`src/rtl/caravel_ips_wb_ctrl.sv`:
```
`timescale 1ns/1ps
// Management Wishbone to per-IP channel controller: decode, run one access, return ack/data.
// Hit ack at 2+L cycles, miss ack at 1 cycle; the IP wait is bounded by TIMEOUT and answered with ERR_DATA.
module caravel_ips_wb_ctrl #(
    parameter int          NSLV     = 4,
    parameter int          WIN_AW   = 16,
    parameter logic [31:0] BASE     = 32'h3000_0000,
    parameter int          TIMEOUT  = 255,
    parameter logic [31:0] ERR_DATA = 32'hDEAD_BEEF
) (
    input  logic                 wb_clk_i,
    input  logic                 wb_rst_ni,
    input  logic                 wbs_cyc_i,
    input  logic                 wbs_stb_i,
    input  logic                 wbs_we_i,
    input  logic [3:0]           wbs_sel_i,
    input  logic [31:0]          wbs_adr_i,
    input  logic [31:0]          wbs_dat_i,
    output logic                 wbs_ack_o,
    output logic [31:0]          wbs_dat_o,
    output logic [NSLV-1:0]      ip_cyc_o,
    output logic [NSLV-1:0]      ip_stb_o,
    output logic                 ip_we_o,
    output logic [3:0]           ip_sel_o,
    output logic [WIN_AW-1:0]    ip_adr_o,
    output logic [31:0]          ip_dat_o,
    input  logic [32*NSLV-1:0]   ip_dat_i,
    input  logic [NSLV-1:0]      ip_ack_i,
    output logic                 timeout_o
);

    localparam int SW = $clog2(NSLV);
    localparam int HB = WIN_AW + SW;
    localparam logic [7:0] CNT_LAST = 8'(TIMEOUT - 1);

    typedef enum logic [1:0] {
        IDLE = 2'd0,
        BUSY = 2'd1,
        RESP = 2'd2
    } state_t;

    state_t            state_q;
    logic [SW-1:0]     idx_q;
    logic [7:0]        cnt_q;
    logic              ack_q;
    logic              to_q;
    logic [31:0]       rdat_q;
    logic [NSLV-1:0]   cyc_q;
    logic [NSLV-1:0]   stb_q;
    logic              we_q;
    logic [3:0]        sel_q;
    logic [WIN_AW-1:0] adr_q;
    logic [31:0]       wdat_q;

    logic              req;
    logic              hit;
    logic [SW-1:0]     req_idx;
    logic              sel_ack;
    logic [31:0]       sel_dat;

    assign req     = wbs_cyc_i & wbs_stb_i;
    assign hit     = (wbs_adr_i[31:HB] == BASE[31:HB]);
    assign req_idx = wbs_adr_i[HB-1:WIN_AW];
    assign sel_ack = ip_ack_i[idx_q];

    // Only the latched target's data is ever forwarded to the SoC.
    always_comb begin
        sel_dat = '0;
        for (int k = 0; k < NSLV; k++) begin
            if (idx_q == SW'(k)) begin
                sel_dat = ip_dat_i[32*k +: 32];
            end
        end
    end

    always_ff @(posedge wb_clk_i) begin
        if (!wb_rst_ni) begin
            state_q <= IDLE;
            idx_q   <= '0;
            cnt_q   <= '0;
            ack_q   <= 1'b0;
            to_q    <= 1'b0;
            rdat_q  <= '0;
            cyc_q   <= '0;
            stb_q   <= '0;
            we_q    <= 1'b0;
            sel_q   <= '0;
            adr_q   <= '0;
            wdat_q  <= '0;
        end else begin
            case (state_q)
                IDLE: begin
                    ack_q <= 1'b0;
                    to_q  <= 1'b0;
                    if (req) begin
                        if (hit) begin
                            idx_q   <= req_idx;
                            we_q    <= wbs_we_i;
                            sel_q   <= wbs_sel_i;
                            adr_q   <= wbs_adr_i[WIN_AW-1:0];
                            wdat_q  <= wbs_dat_i;
                            cyc_q   <= NSLV'(1) << req_idx;
                            stb_q   <= NSLV'(1) << req_idx;
                            cnt_q   <= '0;
                            state_q <= BUSY;
                        end else begin
                            rdat_q  <= ERR_DATA;
                            to_q    <= 1'b1;
                            ack_q   <= 1'b1;
                            state_q <= RESP;
                        end
                    end
                end
                BUSY: begin
                    // SoC abort takes priority: the access is dropped silently.
                    if (!wbs_cyc_i) begin
                        cyc_q   <= '0;
                        stb_q   <= '0;
                        state_q <= IDLE;
                    end else if (sel_ack) begin
                        cyc_q   <= '0;
                        stb_q   <= '0;
                        rdat_q  <= sel_dat;
                        ack_q   <= 1'b1;
                        state_q <= RESP;
                    end else if (cnt_q == CNT_LAST) begin
                        cyc_q   <= '0;
                        stb_q   <= '0;
                        rdat_q  <= ERR_DATA;
                        to_q    <= 1'b1;
                        ack_q   <= 1'b1;
                        state_q <= RESP;
                    end else begin
                        cnt_q <= cnt_q + 8'd1;
                    end
                end
                RESP: begin
                    ack_q   <= 1'b0;
                    to_q    <= 1'b0;
                    state_q <= IDLE;
                end
                default: begin
                    state_q <= IDLE;
                end
            endcase
        end
    end

    assign wbs_ack_o = ack_q;
    assign wbs_dat_o = rdat_q;
    assign timeout_o = to_q;
    assign ip_cyc_o  = cyc_q;
    assign ip_stb_o  = stb_q;
    assign ip_we_o   = we_q;
    assign ip_sel_o  = sel_q;
    assign ip_adr_o  = adr_q;
    assign ip_dat_o  = wdat_q;

endmodule
```
`config.mk`:
```
export PLATFORM = sky130hd
export DESIGN_NAME = caravel_ips_wb_ctrl
export DESIGN_NICKNAME = d
export VERILOG_FILES = /design/src/rtl/caravel_ips_wb_ctrl.sv
export SDC_FILE = /design/constraint.sdc
export NUM_CORES = 1
export LEC_CHECK = 0
export ABC_CLOCK_PERIOD_IN_PS = 2400
export CORE_MARGIN = 4
export CORE_UTILIZATION = 37
export DETAILED_ROUTE_END_ITERATION = 8
export GPL_TIMING_DRIVEN = 0
export PLACE_DENSITY_LB_ADDON = 0.2
export SLEW_MARGIN = 20
export SYNTH_ARGS = -nofsm -noshare
export SYNTH_HDL_FRONTEND = slang
export SYNTH_SLANG_ARGS = --single-unit
```
`constraint.sdc`:
```
create_clock -name wb_clk_i -period 2.4 [get_ports wb_clk_i]
set_clock_uncertainty 0.15 [all_clocks]
set_input_delay 0.36 -clock wb_clk_i [delete_from_list [all_inputs] [get_ports wb_clk_i]]
set_output_delay 0.36 -clock wb_clk_i [all_outputs]
set_load 0.02 [all_outputs]
```
Word level (Yosys, flattened, before mapping)
Index checks and enable logic that the tools add are counted.
{ "op_classes": {"n_addsub": 1, "magnitude_cmp": 1, "n_eq_ne": 16, "n_shift": 1, "muxes": 39, "n_bitwise": 1, "n_reduce_logical": 11} }
{ "op_table": {"columns": ["op", "n"], "rows": [
  ["32-bit two-way mux", 9],
  ["32-bit case mux with 2 select lines", 1],
  ["8-bit two-way mux", 5],
  ["4-bit two-way mux", 5],
  ["8-bit case mux with 2 select lines", 1],
  ["14-bit by 12-bit == test with 1-bit output (second input constant)", 1],
  ["2-bit inequality test (second input constant)", 7],
  ["2-bit two-way mux", 5],
  ["8-bit by 1-bit adder with 8-bit output (second input constant)", 1],
  ["8-bit == test (second input constant)", 1],
  ["1-bit two-way mux", 8],
  ["4-bit case mux with 2 select lines", 1],
  ["4-bit AND reduction", 2],
  ["2-bit == test (second input constant)", 3],
  ["1-bit case mux with 3 select lines", 2],
  ["3-bit AND reduction", 2],
  ["6-bit AND reduction", 1],
  ["5-bit AND reduction", 1],
  ["2-bit by 1-bit == test with 1-bit output (second input constant)", 2],
  ["2-bit zero test", 2],
  ["4-bit inequality test (second input constant)", 1],
  ["2-bit case mux with 2 select lines", 1],
  ["1-bit by 2-bit << shifter with 4-bit output (first input constant)", 1],
  ["2-bit by 3-bit less-than comparator with 1-bit output (second input constant)", 1],
  ["6 further kinds", 6]
]} }
{ "word_totals": {"ff_bits": 103, "inputBits": 205, "output_inout_bits": 95} }

Longest topological paths before layout
Gate-level depths: netlist of the first run.
{ "logic_depth": {"ltp_word": 8, "depth_mapped": 10, "depth_no_buf": 7} }

Least setup slack after synthesis of the first run
No wires, ideal clock.
{ "synth_timing": {"path_type": "reg2reg", "startpoint": "register idx_q[0]", "endpoint": "register rdat_q[28], in the netlist wbs_dat_o[28]", "setup_ps": 119, "t_arrival_ps": 1828, "required_time_ps": 2131, "path_slack_ps": 303, "path_stages_with_launch": 9, "path_cell_list": "dfxtp_1 > buf_6 > mux4_2 > a21oi_2 > nand2_2 > and2_4 > buf_6 > buf_6 > o221a_1"} }
{ "synth_between": {"elab_chain_len": 8} }
{ "synth_rtl": {"columns": ["item", "line", "source"], "rows": [
  ["from (decl)", "43", "logic [SW-1:0] idx_q;"],
  ["from (signal assigned)", "97", "idx_q <= req_idx;"],
  ["2-bit zero test", "70", "if (idx_q == SW'(k)) begin"],
  ["32-bit two-way mux (4 in series)", "70", null],
  ["32-bit two-way mux", "120", "end else if (sel_ack) begin"],
  ["32-bit two-way mux", "116", "if (!wbs_cyc_i) begin"],
  ["32-bit case mux with 2 select lines", "91", "case (state_q)"],
  ["to (signal assigned)", "123", "rdat_q <= sel_dat;"],
  ["to (decl)", "47", "logic [31:0] rdat_q;"]
]} }
Parallel ways exist; a longest one is shown, timed or not. The select of a mux whose other input is x is not followed.
A chain may end at the register's enable or synchronous reset.

Final worst setup path of the first run
{ "layout_timing": {"startpoint": "register idx_q[0]", "endpoint": "register rdat_q[7], in the netlist wbs_dat_o[7]"} }
The elaborated chain is that of the path after synthesis.

==> metrics.cfg, run 1 <==
[run_status]
status=complete, no violations

[yosys]
synth-seq-cells=103
syn-num-nets=711
syn_area_um2=4740
syn_avg_cell_area_um2=9.47
synth_cell_types=39
synthCells=501
yosys_warnings=0
ys_seq_area_frac=0.435

[clocking]
tritoncts.num_buffers=9
clk_latency_ps=340
cts-root-buf=clkbuf_16
clock_sinks=103
cts.reportedPaths.clkPinSlew_ps=70
htree_levels=3
clock_path_buffers=2
hold_buffers=0
cts_tree=built

[grt]
track_usage=0.228
grt_antenna_before_repair=0
globalRoute.totalOverflow=0
grt_pass1_wl_um=26400
grt_pass1_vias=5284
grt_max_degree=17

[route]
wl_per_cell_um=17.2
met2_length_um=8680
via_count=4989
drt-met1-wl_um=6540
firstDrtPassIters=4
ant_nets=0
drt-initial-drc-count=157
wirelength_um=17000
vias_per_cell=5.05
drc=0
route.met3.wl_um=1380
highest_layer=met4

[hold_path]
whs_endpoint=ip_adr_o[1]
holdCritStartpoint=ip_adr_o[1]
hp-class=reg -> reg
whs_path_depth=2

[timing]
max_freq_ghz=0.437
fin_ws_ps=113
finalCriticalPeriod_ps=2290
max_slew.worst_pin.slew_ps=756
setup_viol=0
maxSlewViolCount=0
finalHoldViolCount=0
relSlewSlack=0.496
min_period_over_period=0.953

[finish]
finish.net_count=1021
fillerInstances=1053
n_antenna_cell=0
syn_to_final_growth_pct=75.3
utilization=0.662
drive_gt1_frac=0.107

[floorplan]
dieArea_um2=14700
die_x_um=121
core_area_um2=12600
io_pins=300
die_h_um=121
start_util=0.378
core.rowCount=41

[setup_path]
cp-startpoint=idx_q[0]
r2r_start=idx_q[0]
worstPathRequired_ps=2480
start_kind=flop
critPathKind=reg -> reg
crit_path_max_fanout=10
reg2reg_setup_slack_ps=110
crit_arrival_ps=2370
endpoint_kind=flop
r2r-end=wbs_dat_o[7]
r2r_cells=8

[power]
power.leakage_nw=2.86
peakVddDrop_mv=0.381
power_mw=3.81
power_density_nw_per_um2=458

[job]
max-cap-violations=0

[placed_design]
dp_slack_ps=-432
port_buffers=299
dp_hpwl_um=13900
routabilityCongestion=0.878

==> sequential cells by signal (all words and copies together), names as in the netlist, 2 cells and up <==
| signal | count |
|---|---|
| ip_sel_o | 4 |
| ip_stb_o | 4 |
| state_q | 2 |
| cnt_q | 8 |
| wbs_dat_o | 32 |
| idx_q | 2 |
| ip_adr_o | 16 |
| ip_dat_o | 32 |
==> logic make-up after synthesis <==
family,after synthesis,synth area share
compound gates,122,0.172
mux,39,0.169
fa+ha+maj,5,0.0132
buf+inv,51,0.0522
flops,103,0.435
simple gates,181,0.158
==> layout make-up <==
cell class / instances / area [µm²] / area share
Sequential cell: 103 / 2060 / 0.248
Inverter: 5 / 18.8 / 0.00226
Timing Repair Buffer: 301 / 3010 / 0.362
Clock buffer: 12 / 256 / 0.0308
Buffer: 44 / 258 / 0.0310
Clock inverter: 4 / 30.0 / 0.00361
Multi-Input combinational cell: 347 / 2470 / 0.297
Tap cell: 172 / 215 / 0.0259
==> metal layers <==
metal / global-route usage / vias up
li1: - / 2414
met1: 0.268 / 2325
met2: 0.394 / 215
met3: 0.0727 / 35
met4: 0.0749 / 0
met5: 0 / -
==> critical path, stage by stage (launching register included) <==
cell and delay [ps]:
dfxtp_1 330, buf_6 160, mux4_2 590, a21oi_4 170, nand2_2 110, and2_4 180, buf_6 120, buf_6 130
o221a_1 240
==> Yosys cell counts (all sizes together) <==
cell     instances  share of area
a2111o           1         0.0024
a211oi           1         0.0016
a21o             2         0.0032
a21oi           63          0.067
a2bb2oi          1         0.0018
a31o             1         0.0018
a31oi            1         0.0013
and2             1         0.0018
and3             1         0.0013
and4             2         0.0037
buf             17          0.025
clkbuf          29          0.023
clkinv           1        0.00079
dfxtp          103           0.43
ha               5          0.013
inv              4         0.0032
mux2i            6          0.013
mux4            33           0.16
nand2          145           0.12
nand2b           2         0.0026
nand3            9         0.0095
nand4            2         0.0026
nand4b           1         0.0018
nor2             9         0.0071
nor2b            5         0.0066
nor4             2         0.0026
nor4bb           1         0.0021
o21ai           12          0.013
o221a           24          0.057
o221ai           1         0.0018
o22ai            9          0.012
o31ai            6         0.0095
or2              1         0.0013
==> stage by stage <==
stage | instance area [µm²] | TNS [ps] | instances | hold slack, ps
floorplan | 4740 | 0 | 501 | 276
global placement | 7950 | -23960 | 972 | 291
detailed placement | 7950 | -31360 | 972 | 297
CTS | 8260 | 0 | 987 | 305
global route | 8320 | -0.668 | 988 | 323
finish | 8320 | 0 | 988 | 304
==> where the power goes <==
part           leakage, nW  internal [mW]  switching [mW]
combinational         1.89          0.442           0.213
clock                0.139          0.763           0.630
sequential           0.835           1.74          0.0195
total                 2.86           2.95           0.863
==> cells in the final DEF (no fill, tap or decap), types with 8 or more instances in the layout <==
master / n
a21oi_1: 61
clkbuf_1: 19
clkbuf_16: 9
clkdlybuf4s50_1: 299
dfxtp_1: 103
mux4_2: 33
nand2_1: 144
nand3_1: 8
nor2_1: 8
o21ai_0: 12
o221a_1: 22
o22ai_1: 8
==> worst max path at each step <==
| stage | to | slack [ps] |
|---|---|---|
| 3_5_place_dp | ip_adr_o[4] | -430 |
| 4_1_cts | ip_dat_o[13] | 0.4 |
| 3_3_place_gp | idx_q[1] | -330 |
| 6_report | wbs_dat_o[7] | 110 |
| 2_1_floorplan | wbs_dat_o[28] | 300 |
| 5_1_grt | wbs_dat_o[7] | -0.7 |
==> what timing repair did <==
item | CTS | global route
setup endpoints to repair | 75 | 87
gates resized for setup | 14 | 18
setup buffers | 0 | 2
gates cloned | 0 | 0
Power figures use the tool's default switching activity.
==> inputs of run 2 (changes only) <==
--- a/config.mk
+++ b/config.mk
@@ -8,7 +8,9 @@
 export ABC_CLOCK_PERIOD_IN_PS = 2400
 export CORE_MARGIN = 4
 export CORE_UTILIZATION = 37
+export CTS_BUF_LIST = sky130_fd_sc_hd__clkbuf_16
 export DETAILED_ROUTE_END_ITERATION = 8
+export GPL_ROUTABILITY_DRIVEN = 0
 export GPL_TIMING_DRIVEN = 0
 export PLACE_DENSITY_LB_ADDON = 0.2
 export SLEW_MARGIN = 20
==> metrics.cfg, run 2 (same netlist as run 1, synthesis figures left out) <==
[grt]
globalRoute.totalOverflow=0  ; unchanged
grt_pass1_vias=5284  ; unchanged
grt_pass1_wl_um=26400  ; unchanged
track_usage=0.228  ; unchanged
grt_antenna_before_repair=0  ; unchanged
grt_max_degree=17  ; unchanged

[finish]
final_common_cell=clkdlybuf4s50_1
utilization=0.660  ; -0.00159
finish.net_count=1021  ; unchanged
stdcell_count=988  ; unchanged
syn_to_final_growth_pct=74.8
final-seq-area_um2=2060  ; unchanged
n_antenna_cell=0  ; unchanged
fillerInstances=1058  ; +0.47%
final_cell_mix=clkdlybuf4s50_1, nand2_1, dfxtp_1
multiInputGateArea_um2=2470  ; unchanged
drive_gt1_frac=0.104  ; -0.00245

[route]
ant_nets=0  ; unchanged
wirelength_um=17000  ; about the same
firstDrtPassIters=4  ; unchanged
drc=0  ; unchanged
via_count=5014  ; +0.50%
wl_per_cell_um=17.2  ; about the same
vias_per_cell=5.07  ; +0.50%
drt-initial-drc-count=179  ; +14%

[placed_design]
port_buffers=299  ; unchanged
placedCellCount=972  ; unchanged
dp_hpwl_um=13900  ; unchanged
dp_slack_ps=-432  ; unchanged

[setup_path]
critPathKind=in -> reg
crit_path_max_fanout=6  ; -4
cp_slowest_stage_delay_ps=520  ; -70 ps
endpoint_kind=flop
crit_path_end=cnt_q[3]
r2r_cells=8  ; unchanged
cp_cell_sequence=clkdlybuf4s50_1 > nor4bb_1 > and4_2 > nand2_1 > a2111o_1 > o31ai_1
start_kind=input port
r2r_start=idx_q[0]
r2r-end=wbs_dat_o[7]
slowest_stage=a2111o_1
cp-startpoint=wbs_adr_i[29]
crit_arrival_ps=2410  ; +40 ps
worstPathRequired_ps=2490  ; about the same
reg2reg_setup_slack_ps=100  ; about the same

[job]
max-cap-violations=0  ; unchanged

[timing]
setup_viol=0  ; unchanged
max_freq_ghz=0.433  ; -1.0%
min_period_over_period=0.963  ; +0.00964
finalHoldViolCount=0  ; unchanged
maxSlewViolCount=0  ; unchanged
finalCriticalPeriod_ps=2310  ; +23.1 ps
relSlewSlack=0.496  ; about the same
max_slew.worst_pin.slew_ps=756  ; -0.118 ps
fin_ws_ps=89.4  ; -23.1 ps

[power]
power_mw=3.74  ; -1.9%
intPower_mw=2.88  ; -2.3%
p_switching_mw=0.860  ; -0.32%
swShare=0.230  ; +0.00357
seqPwrFrac=0.472  ; +0.009
clockPowerShare=0.353  ; -0.012
combPwrFrac=0.175  ; +0.003
peakVddDrop_mv=0.381  ; about the same
power_density_nw_per_um2=451  ; -1.6%
power.leakage_nw=2.86  ; -0.25%

[floorplan]
core.rowCount=41  ; unchanged
start_util=0.378  ; unchanged
die_x_um=121  ; unchanged
dieArea_um2=14700  ; unchanged
die_h_um=121  ; unchanged
core_area_um2=12600  ; unchanged
io_pins=300  ; unchanged

[clocking]
hold_buffers=0  ; unchanged
cts.reportedPaths.clkPinSlew_ps=70  ; about the same
clk_latency_ps=340  ; about the same
tritoncts.num_buffers=9  ; unchanged
cts-root-buf=clkbuf_16
cts_tree=built
clock_path_buffers=2  ; unchanged
clock_sinks=103  ; unchanged
htree_levels=3  ; unchanged

[hold_path]
hp-class=reg -> reg

[run_status]
status=complete, no violations

[run 2: worst min path at each step]
stage	startpoint	endpoint	slack (ps)	cells past startpoint
floorplan	cnt_q[7]	cnt_q[7]	280	1
global placement	ip_dat_o[8]	ip_dat_o[8]	290	2
finish	ip_adr_o[1]	ip_adr_o[1]	300	2
CTS	ip_dat_o[5]	ip_dat_o[5]	310	2
detailed placement	ip_dat_o[5]	ip_dat_o[5]	300	2
global route	timeout_o	timeout_o	320	2
[run 2: area by class of cell]
class                           instances  area share
Inverter                                5     0.00226
Clock buffer                            9      0.0271
Tap cell                              172      0.0259
Buffer                                 44      0.0311
Timing Repair Buffer                  301       0.363
Multi-Input combinational cell        347       0.297
Sequential cell                       103       0.249
Clock inverter                          7     0.00498
[run 2: power groups by stage]
stage	clock network, mW	logic [mW]	registers, mW
3_3_place_gp	0	0.638	1.80
2_1_floorplan	0	0.157	1.84
4_1_cts	1.36	0.652	1.76
3_5_place_dp	0	0.648	1.80
6_report	1.32	0.655	1.76
5_1_grt	1.43	0.691	1.77
[run 2: metrics by stage]
stage / setup TNS [ps] / hold WS, ps / instance area [µm²]
after detailed placement: -31360 / 297 / 7950
after CTS: 0 / 305 / 8240
after global placement: -23960 / 291 / 7950
after global routing: -1.60 / 323 / 8300
final: 0 / 305 / 8300
after floorplan: 0 / 276 / 4740
[run 2: layer usage]
layer  global-route usage  share of wire
met2                0.394           0.51
met4               0.0749          0.023
met3               0.0727          0.080
met5                    0              0
met1                0.268           0.39
[run 2: timing repair]
| action | in CTS | in global routing |
|---|---|---|
| buffers inserted | 0 | 2 |
| setup endpoints to repair | 75 | 87 |
| resized for setup | 14 | 18 |
| gates cloned | 0 | 0 |
[run 2: critical path, delay by kind of cell]
kind	cells	cell delay, ps
AND/OR/NAND/NOR	3	800
buffers and inverters	1	450
AO/OA/AOI/OAI	2	790
==> inputs of run 3 (changes only) <==
--- a/config.mk
+++ b/config.mk
@@ -5,14 +5,14 @@
 export SDC_FILE = /design/constraint.sdc
 export NUM_CORES = 1
 export LEC_CHECK = 0
-export ABC_CLOCK_PERIOD_IN_PS = 2400
+export ABC_CLOCK_PERIOD_IN_PS = 2050
 export CORE_MARGIN = 4
-export CORE_UTILIZATION = 37
+export CORE_UTILIZATION = 33
 export CTS_BUF_LIST = sky130_fd_sc_hd__clkbuf_16
 export DETAILED_ROUTE_END_ITERATION = 8
 export GPL_ROUTABILITY_DRIVEN = 0
 export GPL_TIMING_DRIVEN = 0
-export PLACE_DENSITY_LB_ADDON = 0.2
+export PLACE_DENSITY = 0.77
 export SLEW_MARGIN = 20
 export SYNTH_ARGS = -nofsm -noshare
 export SYNTH_HDL_FRONTEND = slang
==> constraint.sdc (replaced) <==
create_clock -name wb_clk_i -period 2.05 [get_ports wb_clk_i]
set_clock_uncertainty 0.15 [all_clocks]
set_input_delay 0.3075 -clock wb_clk_i [delete_from_list [all_inputs] [get_ports wb_clk_i]]
set_output_delay 0.3075 -clock wb_clk_i [all_outputs]
set_load 0.02 [all_outputs]
==> metrics.cfg, run 3 (same netlist as run 1, synthesis figures left out) <==
[timing]
rsz0062_at_grt=true
relSlewSlack=0.607  ; +0.111
fin_ws_ps=-30.4  ; -120 ps
maxSlewViolCount=0  ; unchanged
finalHoldViolCount=0  ; unchanged
min_period_over_period=1.01
max_freq_ghz=0.481
max_slew.worst_pin.slew_ps=589  ; -167 ps
setup_viol=21  ; +21
finalCriticalPeriod_ps=2080

[route]
firstDrtPassIters=6  ; +2
wl_per_cell_um=18.1  ; +4.9%
via_count=5094  ; +1.6%
vias_per_cell=5.04  ; -0.62%
drt-initial-drc-count=234  ; +31%
wirelength_um=18300  ; +7.3%
ant_nets=0  ; unchanged
drc=0  ; unchanged

[hold_path]
hp-class=reg -> reg
whs_path_depth=2  ; unchanged

[grt]
grt_pass1_wl_um=26600  ; +0.74%
track_usage=0.206  ; -0.0219
grt_antenna_before_repair=0  ; unchanged
grt_pass1_vias=5068  ; -4.1%
grt_max_degree=17  ; unchanged
globalRoute.totalOverflow=0  ; unchanged

[power]
peakVddDrop_mv=0.584  ; +53%
power.leakage_nw=2.99  ; +4.6%
power_mw=4.56  ; +22%
power_density_nw_per_um2=526  ; +17%

[clocking]
clk_latency_ps=340  ; about the same
htree_levels=3  ; unchanged
clock_sinks=103  ; unchanged
cts_tree=built
clock_path_buffers=2  ; unchanged
tritoncts.num_buffers=9  ; unchanged
hold_buffers=0  ; unchanged
cts-root-buf=clkbuf_16
cts.reportedPaths.clkPinSlew_ps=70  ; about the same

[setup_path]
cp_slowest_stage_delay_ps=560  ; +40 ps
start_kind=flop
path_delay_family=multiplexers
crit_arrival_ps=2160  ; -250 ps
critPathKind=reg -> reg
cp_cell_sequence=buf_6 > mux4_2 > a21oi_4 > nand2_2 > and2_4 > buf_8 > o221a_1
slowest_stage=mux4_2
cp.depth=7  ; +1
worstPathRequired_ps=2130  ; -360 ps
r2r_cells=7  ; -1
crit_path_max_fanout=10  ; +4
path_buf_inv=2  ; +1
endpoint_kind=flop

[floorplan]
dieArea_um2=16400  ; +11%
io_pins=300  ; unchanged
core.rowCount=43  ; +4.9%
core_area_um2=14000  ; +11%
die_h_um=128  ; +5.5%
start_util=0.339  ; -0.0383
die_x_um=128  ; +5.5%

[run_status]
status=finished, violations left
violations=negative setup slack

[finish]
final_cell_mix=clkdlybuf4s50_1, nand2_1, dfxtp_1
finish.net_count=1035  ; +1.4%
n_antenna_cell=0  ; unchanged
final_common_cell=clkdlybuf4s50_1
syn_to_final_growth_pct=82.7
drive_gt1_frac=0.151  ; +0.0464
stdcell_count=1010  ; +2.2%

[placed_design]
dp_hpwl_um=13900  ; +0.14%
port_buffers=299  ; unchanged
placedCellCount=980  ; +0.82%

[job]
max-cap-violations=0  ; unchanged

[run 3: power by group]
group,switching (mW),internal (mW)
Clock,0.743,0.935
Sequential,0.0239,2.04
Combinational,0.276,0.541
Total,1.04,3.52
[run 3: path summary, 6_finish.rpt]
check                   start           end  slack, ps
setup / recovery     idx_q[0]  wbs_dat_o[1]        -30
hold / removal    ip_adr_o[0]   ip_adr_o[0]        300
setup reg to reg     idx_q[0]  wbs_dat_o[1]        -30
hold reg to reg   ip_adr_o[0]   ip_adr_o[0]        300
[run 3: cell type report]
cell class	count	area (µm²)
clock buffers	9	225
flip-flops and latches	103	2070
clock inverters	7	61.3
inverters	5	18.8
fillers	1193	5320
plain buffers	41	287
well taps	180	225
repair buffers	318	3150
multi-input cells	347	2630
[run 3: metal layers]
| layer | routed length (µm) | vias up | GRT usage |
|---|---|---|---|
| li1 | - | 2452 | - |
| met1 | 6860 | 2403 | 0.223 |
| met2 | 9460 | 223 | 0.383 |
| met3 | 1680 | 16 | 0.0738 |
| met4 | 253 | 0 | 0.0462 |
| met5 | 0 | - | 0 |
[run 3: worst reg2reg max path: stages, from the launching register on]
cell	delay, ps
dfxtp_2	320
buf_6	110
mux4_2	560
a21oi_4	160
nand2_2	80
and2_4	180
buf_8	150
o221a_1	250
[run 3: stage by stage]
stage | setup TNS (ps) | hold WS (ps) | instance area [µm²] | worst slack [ps] | utilization
after global routing | -2170 | 324 | 8670 | -96.8 | 0.620
after global placement | -64130 | 291 | 7960 | -809 | 0.569
final | -157 | 303 | 8670 | -30.4 | 0.620
after detailed placement | -66670 | 296 | 7960 | -847 | 0.569
after floorplan | -315 | 276 | 4750 | -15.1 | -
after CTS | -35.8 | 305 | 8490 | -28.0 | 0.607
[run 3: repair_timing]
item	in CTS	in global routing
setup endpoints to repair	98	97
hold endpoints to repair	0	0
gates cloned	1	0
pin swaps	6	10
buffers inserted	14	4
resized for setup	47	42
